[src/rtl/ps2_keyb_ctrl.sv]
// PS/2 keyboard receiver with scancode FIFO, bus-mapped data/status registers and toggle IRQ.
// Optional odd-parity checking is enabled by defining KEYB_PARITY_EN.
module ps2_keyb_ctrl #(
  parameter logic [15:0] Base      = 16'hFF00,
  parameter int unsigned DepthLog2 = 4,
  parameter int unsigned Filter    = 8,
  parameter int unsigned Timeout   = 50000
) (
  input  logic        clk_i,
  input  logic        rst_i,
  input  logic        ps2_clk_i,
  input  logic        ps2_dat_i,
  input  logic [15:0] addr_i,
  input  logic        wren_i,
  input  logic [7:0]  wdata_i,
  output logic [7:0]  rdata_o,
  output logic        hit_o,
  output logic        irq_keyb_o
);

  localparam int unsigned Depth  = 2 ** DepthLog2;
  localparam int unsigned CntW   = DepthLog2 + 1;
  localparam int unsigned FiltW  = $clog2(Filter + 1);
  localparam int unsigned TimeW  = $clog2(Timeout + 1);
  localparam logic [15:0] StatAddr = Base + 16'd1;

  typedef enum logic [1:0] {StIdle, StData, StParity, StStop} rx_state_e;

  logic [1:0]       clk_sync_q, dat_sync_q;
  logic             filt_q, fall_q;
  logic [FiltW-1:0] fcnt_q;

  rx_state_e        state_q, state_d;
  logic [2:0]       bit_cnt_q, bit_cnt_d;
  logic [7:0]       shift_q, shift_d;
  logic             par_bad_q, par_bad_d;
  logic [TimeW-1:0] to_cnt_q, to_cnt_d;
  logic             push_req, set_ferr, set_perr;

  logic [7:0]           mem_q [Depth];
  logic [DepthLog2-1:0] wptr_q, rptr_q;
  logic [CntW-1:0]      count_q;
  logic                 ferr_q, perr_q, ovf_q, irq_q;
  logic [7:0]           rdata_q, rdata_d;
  logic                 hit_q, hit_d;
  logic                 empty, full, pop_req, stat_wr, do_pop, do_push, set_ovf;
  logic                 dat_s;

  assign dat_s = dat_sync_q[1];

  // Level filter: the synchronised clock must differ from the accepted level for Filter cycles.
  always_ff @(posedge clk_i) begin
    if (rst_i) begin
      clk_sync_q <= 2'b11;
      dat_sync_q <= 2'b11;
      filt_q     <= 1'b1;
      fcnt_q     <= '0;
      fall_q     <= 1'b0;
    end else begin
      clk_sync_q <= {clk_sync_q[0], ps2_clk_i};
      dat_sync_q <= {dat_sync_q[0], ps2_dat_i};
      fall_q     <= 1'b0;
      if (clk_sync_q[1] == filt_q) begin
        fcnt_q <= '0;
      end else if (fcnt_q == FiltW'(Filter - 1)) begin
        fcnt_q <= '0;
        filt_q <= clk_sync_q[1];
        fall_q <= filt_q;
      end else begin
        fcnt_q <= fcnt_q + FiltW'(1);
      end
    end
  end

  always_comb begin
    state_d   = state_q;
    bit_cnt_d = bit_cnt_q;
    shift_d   = shift_q;
    par_bad_d = par_bad_q;
    to_cnt_d  = '0;
    push_req  = 1'b0;
    set_ferr  = 1'b0;
    set_perr  = 1'b0;
    if (state_q != StIdle && !fall_q) begin
      to_cnt_d = to_cnt_q + TimeW'(1);
      if (to_cnt_q == TimeW'(Timeout - 1)) begin
        state_d  = StIdle;
        to_cnt_d = '0;
      end
    end else if (fall_q) begin
      unique case (state_q)
        StIdle: begin
          if (!dat_s) begin
            state_d   = StData;
            bit_cnt_d = 3'd0;
            par_bad_d = 1'b0;
          end
        end
        StData: begin
          shift_d   = {dat_s, shift_q[7:1]};
          bit_cnt_d = bit_cnt_q + 3'd1;
          if (bit_cnt_q == 3'd7) state_d = StParity;
        end
        StParity: begin
`ifdef KEYB_PARITY_EN
          if (!(^{shift_q, dat_s})) begin
            par_bad_d = 1'b1;
            set_perr  = 1'b1;
          end
`endif
          state_d = StStop;
        end
        StStop: begin
          if (dat_s) push_req = !par_bad_q;
          else       set_ferr = 1'b1;
          state_d = StIdle;
        end
        default: state_d = StIdle;
      endcase
    end
  end

  assign empty   = (count_q == '0);
  assign full    = (count_q == CntW'(Depth));
  assign pop_req = wren_i && (addr_i == Base);
  assign stat_wr = wren_i && (addr_i == StatAddr);
  assign do_pop  = pop_req && !empty;
  // A pop in the same cycle frees the slot, so a full FIFO still accepts the push.
  assign do_push = push_req && (!full || do_pop);
  assign set_ovf = push_req && full && !do_pop;

  always_comb begin
    rdata_d = 8'h00;
    hit_d   = 1'b0;
    if (addr_i == Base) begin
      hit_d   = 1'b1;
      rdata_d = empty ? 8'h00 : mem_q[rptr_q];
    end else if (addr_i == StatAddr) begin
      hit_d   = 1'b1;
      rdata_d = {4'b0, ferr_q, perr_q, ovf_q, !empty};
    end
  end

  always_ff @(posedge clk_i) begin
    if (do_push) mem_q[wptr_q] <= shift_q;
  end

  always_ff @(posedge clk_i) begin
    if (rst_i) begin
      state_q   <= StIdle;
      bit_cnt_q <= '0;
      shift_q   <= '0;
      par_bad_q <= 1'b0;
      to_cnt_q  <= '0;
      wptr_q    <= '0;
      rptr_q    <= '0;
      count_q   <= '0;
      ferr_q    <= 1'b0;
      ovf_q     <= 1'b0;
      irq_q     <= 1'b0;
      rdata_q   <= 8'h00;
      hit_q     <= 1'b0;
    end else begin
      state_q   <= state_d;
      bit_cnt_q <= bit_cnt_d;
      shift_q   <= shift_d;
      par_bad_q <= par_bad_d;
      to_cnt_q  <= to_cnt_d;
      if (do_push) wptr_q <= wptr_q + DepthLog2'(1);
      if (do_pop)  rptr_q <= rptr_q + DepthLog2'(1);
      count_q   <= count_q + CntW'(do_push) - CntW'(do_pop);
      ferr_q    <= (ferr_q & ~(stat_wr & wdata_i[3])) | set_ferr;
      ovf_q     <= (ovf_q & ~(stat_wr & wdata_i[1])) | set_ovf;
      irq_q     <= irq_q ^ do_push;
      rdata_q   <= rdata_d;
      hit_q     <= hit_d;
    end
  end

`ifdef KEYB_PARITY_EN
  always_ff @(posedge clk_i) begin
    if (rst_i) perr_q <= 1'b0;
    else       perr_q <= (perr_q & ~(stat_wr & wdata_i[2])) | set_perr;
  end
  logic unused_wdata;
  assign unused_wdata = ^{wdata_i[7:4], wdata_i[0]};
`else
  assign perr_q = 1'b0;
  logic unused_wdata;
  assign unused_wdata = ^{wdata_i[7:4], wdata_i[2], wdata_i[0], set_perr};
`endif

  assign rdata_o    = rdata_q;
  assign hit_o      = hit_q;
  assign irq_keyb_o = irq_q;

endmodule

[config.mk]
export PLATFORM = sky130hd
export DESIGN_NAME = ps2_keyb_ctrl
export DESIGN_NICKNAME = d
export VERILOG_FILES = /design/src/rtl/ps2_keyb_ctrl.sv
export SDC_FILE = /design/constraint.sdc
export NUM_CORES = 1
export LEC_CHECK = 0
export ABC_AREA = 1
export BUFFER_PORTS_ARGS = -buffer_cell sky130_fd_sc_hd__buf_4
export CORE_UTILIZATION = 50
export CTS_CLUSTER_DIAMETER = 50
export CTS_CLUSTER_SIZE = 25
export DETAILED_ROUTE_END_ITERATION = 7
export PLACE_DENSITY_LB_ADDON = 0.12
export SYNTH_ARGS = -nofsm -noshare
export SYNTH_HDL_FRONTEND = slang
export SYNTH_SLANG_ARGS = --single-unit
export TNS_END_PERCENT = 1
[constraint.sdc]
create_clock -name clk_i -period 2.7 [get_ports clk_i]
set_clock_uncertainty 0.05 [all_clocks]
set_input_delay 0.27 -clock clk_i [delete_from_list [all_inputs] [get_ports clk_i]]
set_output_delay 0.27 -clock clk_i [all_outputs]
set_load 0.02 [all_outputs]
==> results of run 1 <==
[per-stage QoR]
stage	setup slack [ns]	std cells	hold WS, ns	utilization [%]
after detailed placement	-0.1434	1046	0.3463	54.98
after CTS	0.002959	1080	0.03953	58.66
after global placement	0.05050	1046	0.3430	54.98
after global routing	-0.002076	1084	0.07181	59.09
final	0.1045	1084	0.05530	59.09
after floorplan	0.1220	800	0.3238	-
[sequential cells by signal, indices dropped and copies added, names as in the netlist, named ones only]
signal      count
bit_cnt_q       3
clk_sync_q      2
count_q         5
dat_sync_q      2
fall_q          1
fcnt_q          4
ferr_q          1
filt_q          1
hit_o           1
irq_keyb_o      1
mem_q         128
ovf_q           1
rdata_o         8
rptr_q          4
shift_q         8
state_q         2
to_cnt_q       16
wptr_q          4
[cells by family (layout without fill, tap and decap cells)]
logic type,Yosys count,after routing
AND/OR/NAND/NOR,334,334
flip-flops,196,196
AO/OA/AOI/OAI,144,144
buffers and inverters,95,163
adder cells (fa/ha/maj),20,20
XOR/XNOR,11,11
[power by group through the flow]
stage	logic [W]	registers [W]	clock network, W
finish	0.000149	0.00318	0.00238
global route	0.000169	0.00318	0.00252
CTS	0.000150	0.00318	0.00240
floorplan	0.000101	0.00324	0
global placement	0.000135	0.00324	0
detailed placement	0.000147	0.00325	0
[cell type report]
cell class              instances  area (um^2)
inverters                      67        264.0
repair buffers                 64        485.5
multi-input cells             509         2666
clock buffers                  28        540.5
clock inverters                 4        20.02
well taps                     216        270.3
fillers                      1387         6545
flip-flops and latches        196         5209
[what timing repair did]
| item | in CTS | in global routing |
|---|---|---|
| setup buffers | 0 | 4 |
| pin swaps | 1 | 4 |
| hold buffers | 2 | 0 |
| hold endpoints to repair | 2 | 0 |
| setup endpoints to repair | 1 | 1 |
| gates resized for setup | 2 | 10 |
[critical path: stages, from the launching register on]
cell     delay, ns
dfxtp_2       0.33
inv_1         0.06
ha_2          0.19
nand3_2       0.08
nand2_2       0.07
inv_2         0.07
nand3_4       0.09
nand2_8       0.10
nand2_8       0.05
ha_4          0.23
inv_2         0.04
ha_2          0.16
inv_1         0.06
fa_2          0.40
o31ai_4       0.24
o21ai_1       0.11
a21oi_1       0.18
[cells in the mapped netlist (2+ instances only)]
cell type	instances	area [um^2]
nor3_2	2	20.02
nor4_1	3	18.77
a21oi_1	26	130.1
nand4_1	8	50.05
nor2_1	153	574.3
o21ai_0	67	335.3
nand2_1	99	371.6
inv_1	61	229.0
xor2_1	10	87.58
nand3b_1	3	22.52
buf_6	4	45.04
buf_1	4	15.01
nand3_2	2	20.02
nor3_1	7	35.03
nor2_4	3	33.78
a21oi_2	3	26.28
o211ai_1	3	22.52
nand2_2	4	25.02
nand3_1	34	170.2
clkbuf_1	3	11.26
o22ai_1	22	137.6
nor2_2	3	18.77
buf_2	15	75.07
dfxtp_1	68	1361
edfxtp_1	128	3844
or2_2	5	31.28
nand2_4	4	45.04
o21ai_1	22	110.1
inv_2	5	18.77
ha_1	19	237.7
[metal layers]
metal / global-route usage, % / part of all wire (%) / up-vias
li1: - / - / 2835
met1: 27.22 / 44 / 2767
met2: 37.61 / 50 / 134
met3: 4.316 / 4.7 / 29
met4: 8.993 / 2.1 / 0
met5: 0 / 0 / -
[final timing paths]
| check | cells after the start | to | slack [ns] |
|---|---|---|---|
| setup / recovery | 16 | count_q[4] | 0.10 |
| hold / removal | 4 | ferr_q | 0.06 |
| setup reg to reg | 16 | count_q[4] | 0.10 |
| hold reg to reg | 1 | dat_sync_q[1] | 0.36 |
==> summary.txt, run 1 <==
Status
  • Outcome: finished, final reports clean

Final layout
  • Layout cell share with drive strength beyond 1: 15.32%
  • Area growth syn-to-layout: 14.62%
  • Final nets: 904
  • Commonest non-fill, non-tap cell in the layout: nor2_1
  • Commonest non-fill, non-tap cells in the layout: nor2_1, edfxtp_1, nand2_1, o21ai_0, dfxtp_1
  • # diodes: 0
  • Design Area, Final: 9455 um^2

STA
  • Final Setup Violations: 0
  • Fin. max-slew vios: 0
  • Fmax: 0.3853 GHz
  • Least-Margin Pin Slew: 0.7313 ns
  • Worst slew margin: 51.18%
  • Post-layout min period: 2.595 ns
  • Setup_tns: 0 ns
  • Final period util: 96.13%
  • Fin. Hold Viols: 0

GRT
  • GRT Util Overall: 21.91%
  • Global route overflow: 0
  • Largest net degree at the start of global routing: 68
  • Initial antenna violation count: 0
  • First-pass GRT wire length: 27.77 mm
  • Vias in the first global route: 5,755

Worst setup path
  • CP Capture Type: register
  • Worst EP required: 3.00 ns
  • Startpoint types: register
  • FF-to-FF Start: count_q[2]
  • Start point of the critical path: count_q[2]
  • Crit-path max FO: 2
  • CP arrival: 2.90 ns
  • CP Class: reg2reg

Synth
  • Synth Area in Compound Gates: 9.328%
  • Ys Warns: 0
  • Syn avg cell area: 10.31 um^2
  • Async SR Flop Fraction: 0%
  • #FFs+latches synth: 196
  • Adder and majority cell fraction of the synthesized area: 3.125%
  • Cell Area, Synth: 8249 um^2
  • Post-synth net total: 849
  • Post-synthesis sequential area ratio: 63.10%
  • Largest family of logic cells by synthesized area: simple AND/OR/NAND/NOR gates
  • Multiplexer area fraction after synthesis: 0%
  • Synth Area in Simple Gates: 18.16%
  • Post-synth EDFFs: 128
  • Post-synthesis xor/xnor area fraction: 1.168%
  • Synth unique cells: 40
  • Top_reg_cell synth: edfxtp_1
  • Count of mapped cells out of synthesis: 800

Min path
  • Start point of the worst hold path: wdata_i[3]
  • Worst Hold Class: in2reg

Floorplan
  • Die width: 130.4 um
  • Initial Util: 51.56%
  • Top Ports: 39
  • Die area: 17,020 um^2
  • Core ar.: 16,000 um^2
  • Die height: 130.4 um
  • Rows: 46

Pwr
  • Comb pwr share: 2.6%
  • Clock Power Share: 41.6%
  • Sequential share of power: 55.7%
  • Peak VDD IR: 0.4706 mV
  • Leakage: 3.815 nW
  • Internal power: 0.004591 W
  • Sw Ratio: 19.53%
  • P per Cell Area: 603.4 nW/um^2
  • Total Power: 0.005705 W
  • NetSw: 0.001114 W

Detailed routing
  • WL final: 17.24 mm
  • Via count: 5,765
  • Drt drc: 0
  • Drt wl/cell: 15.90 um
  • Initial DRC count: 394
  • Routed Antenna Nets: 0
  • Drt first pass iters: 4
  • Vias per cell: 5.318

Placement
  • # port buffers: 32
  • Dpl cell area: 8797 um^2
  • RePlAce Congestion: 0.8174
  • Detailed placer's ending HPWL: 11.22 mm

Clock tree
  • Root buf cell: clkbuf_16
  • Worst-path clk slew: 0.07 ns
  • CTS tree: yes
  • H-tree Lvls: 4
  • CTS Buf Count: 17
  • Clock sinks: 196
  • Clock latency on the worst-skew pair: 0.43 ns
  • Clock buffer depth: 2

Flow run
  • Max-cap violation count: 0
Note: power is estimated with default switching activity, not from simulation.
==> inputs of run 2 (changes only) <==
--- a/config.mk
+++ b/config.mk
@@ -7,6 +7,7 @@
 export LEC_CHECK = 0
 export ABC_AREA = 1
 export BUFFER_PORTS_ARGS = -buffer_cell sky130_fd_sc_hd__buf_4
+export CORE_MARGIN = 2
 export CORE_UTILIZATION = 50
 export CTS_CLUSTER_DIAMETER = 50
 export CTS_CLUSTER_SIZE = 25
==> summary.txt, run 2 (synthesized netlist as in run 1, its figures left out) <==
Worst setup path
  • CP Class: reg2reg
  • CP arrival: 2.84 ns (-0.06 ns)
  • Worst EP required: 3.01 ns (about the same)
  • Slowest cell on crit path: fa_2
  • WP buf/inv: 4 (unchanged)
  • CP Cell Sequence: inv_1 -> ha_2 -> nand3_2 -> nand2_2 -> inv_2 -> nand3_4 -> nand2_4 -> nand2_8 -> ha_4 -> inv_1 -> ha_2 -> inv_1 -> fa_2 -> o31ai_4 -> o21ai_1 -> a21oi_1
  • Crit-path max FO: 3 (+1)
  • Startpoint types: register
  • Crit path max-delay family: adder cells
  • CP Capture Type: register
  • CP most frequent cell: inv_1
  • Slowest cell delay on critical path: 0.39 ns (about the same)

Clock tree
  • H-tree Lvls: 4 (unchanged)
  • Root buf cell: clkbuf_16
  • Clock latency on the worst-skew pair: 0.43 ns (about the same)
  • Clock sinks: 196 (unchanged)
  • Clock buffer depth: 2 (unchanged)
  • Worst-path clk slew: 0.06 ns (about the same)
  • CTS Buf Count: 17 (unchanged)
  • CTS tree: yes

Final layout
  • Commonest non-fill, non-tap cells in the layout: nor2_1, edfxtp_1, nand2_1, o21ai_0, dfxtp_1
  • Fillers: 1,374 (-0.94%)
  • Max reg flops: 128 (unchanged)
  • Largest Register: mem_q
  • # diodes: 0 (unchanged)
  • Area growth syn-to-layout: 14.64% (about the same)
  • Regs by FF count: mem_q: 128 flops, to_cnt_q: 16 flops
  • Layout cell share with drive strength beyond 1: 14.65% (-0.67 points)
  • Commonest non-fill, non-tap cell in the layout: nor2_1
  • Utilization after layout: 59.10% (about the same)
  • Final Non-Filler Cells: 1,083 (-0.092%)
  • Final nets: 904 (unchanged)

Pwr
  • P per Cell Area: 609.9 nW/um^2 (+1.1%)
  • Peak VDD IR: 0.4343 mV (-7.7%)
  • Leakage: 3.806 nW (-0.25%)
  • Total Power: 0.005768 W (+1.1%)

GRT
  • GRT Util Overall: 20.74% (-1.2 points)
  • Largest net degree at the start of global routing: 34 (-50%)
  • Vias in the first global route: 5,622 (-2.3%)
  • GRT met2 Usage: 35.18% (-2.4 points)
  • GR Util met3: 4.176% (-0.14 points)
  • Grt peak-use layer: met2
  • Initial antenna violation count: 0 (unchanged)
  • GR Util met1: 26.81% (-0.41 points)
  • First-pass GRT wire length: 28.24 mm (+1.7%)
  • Global route overflow: 0 (unchanged)

Detailed routing
  • Routed Antenna Nets: 0 (unchanged)
  • Drt first pass iters: 5 (+1)
  • Vias per cell: 5.300 (-0.34%)
  • Drt wl/cell: 16.08 um (+1.1%)
  • Via count: 5,740 (-0.43%)
  • Initial DRC count: 393 (-0.25%)
  • Drt drc: 0 (unchanged)
  • WL final: 17.41 mm (+0.98%)

Status
  • Outcome: finished, final reports clean

STA
  • Fmax: 0.3944 GHz (+2.4%)
  • Worst slew margin: 49.89% (-1.3 points)
  • Final period util: 93.90% (-2.2 points)
  • Post-layout min period: 2.535 ns (-0.06023 ns)
  • Least-Margin Pin Slew: 0.7506 ns (+0.01929 ns)
  • Setup_tns: 0 ns (unchanged)
  • Final Setup Violations: 0 (unchanged)
  • Fin. Hold Viols: 0 (unchanged)
  • Hold Slack: 0.05788 ns (+0.002579 ns)
  • Fin. max-slew vios: 0 (unchanged)

Floorplan
  • Die height: 132.4 um (+1.5%)
  • Rows: 46 (unchanged)
  • Top Ports: 39 (unchanged)
  • Die area: 17,540 um^2 (+3.1%)
  • Core ar.: 16,000 um^2 (unchanged)
  • Initial Util: 51.56% (unchanged)
  • Die width: 132.4 um (+1.5%)

Flow run
  • Max-cap violation count: 0 (unchanged)

Placement
  • Detailed placer's ending HPWL: 11.22 mm (about the same)
  • Placed cells: 1,047 (+0.096%)
  • # port buffers: 32 (unchanged)
  • RePlAce Congestion: 0.8109 (-0.80%)

Min path
  • Worst Hold Class: in2reg
## run 2: changes by cell type in the layout (fill, tap and decap cells not counted), sizes merged
cell / delta
inv: -2
clkinv: +2
bufinv: +3
clkbuf: -4
## run 2: routing by layer
layer	wire (um)	vias to the layer above
met5	0	-
met4	282	0
met3	782	27
met2	8529	125
met1	7815	2757
li1	-	2831
## run 2: worst paths after layout
path,cells past startpoint,slack (ns),endpoint,start
worst max-delay path,16,0.16,count_q[4],count_q[3]
worst min-delay path,4,0.06,ferr_q,wdata_i[3]
worst max register to register,16,0.16,count_q[4],count_q[3]
worst min register to register,1,0.36,dat_sync_q[1],dat_sync_q[0]
## run 2: stage by stage
step	area, um^2	setup WS [ns]
floorplan	8249	0.1220
global placement	8817	0.08491
detailed placement	8817	-0.07338
CTS	9400	0.02445
global route	9457	-0.04042
finish	9457	0.1647
## run 2: area by class of cell
class                   count  area [um^2]  share of cell area, %
well taps                 216        270.3                  2.858
multi-input cells         509         2658                  28.10
inverters                  67        264.0                  2.792
clock buffers              24        451.7                  4.776
flip-flops and latches    196         5209                  55.08
repair buffers             64        498.0                  5.266
clock inverters             7        106.4                  1.125
## run 2: tightest hold or removal path, stage by stage
cell	delay (ns)
buf_4	0.08
nand2_1	0.04
nand2_1	0.05
a21oi_1	0.05
## run 2: where the power goes
group,leakage [nW],total [W],internal [W],switching (W)
Combinational,1.54,0.000154,0.0000598,0.0000944
Clock,0.269,0.00243,0.00144,0.000993
Sequential,2.00,0.00318,0.00317,0.0000105
## run 2: what timing repair did
action,4_1_cts,5_1_grt
pin swaps,1,5
gates resized for setup,1,9
endpoints found under the hold margin,2,0
endpoints found under the setup margin,1,1
hold buffers,2,0
gates cloned,0,0
buffers inserted,0,3
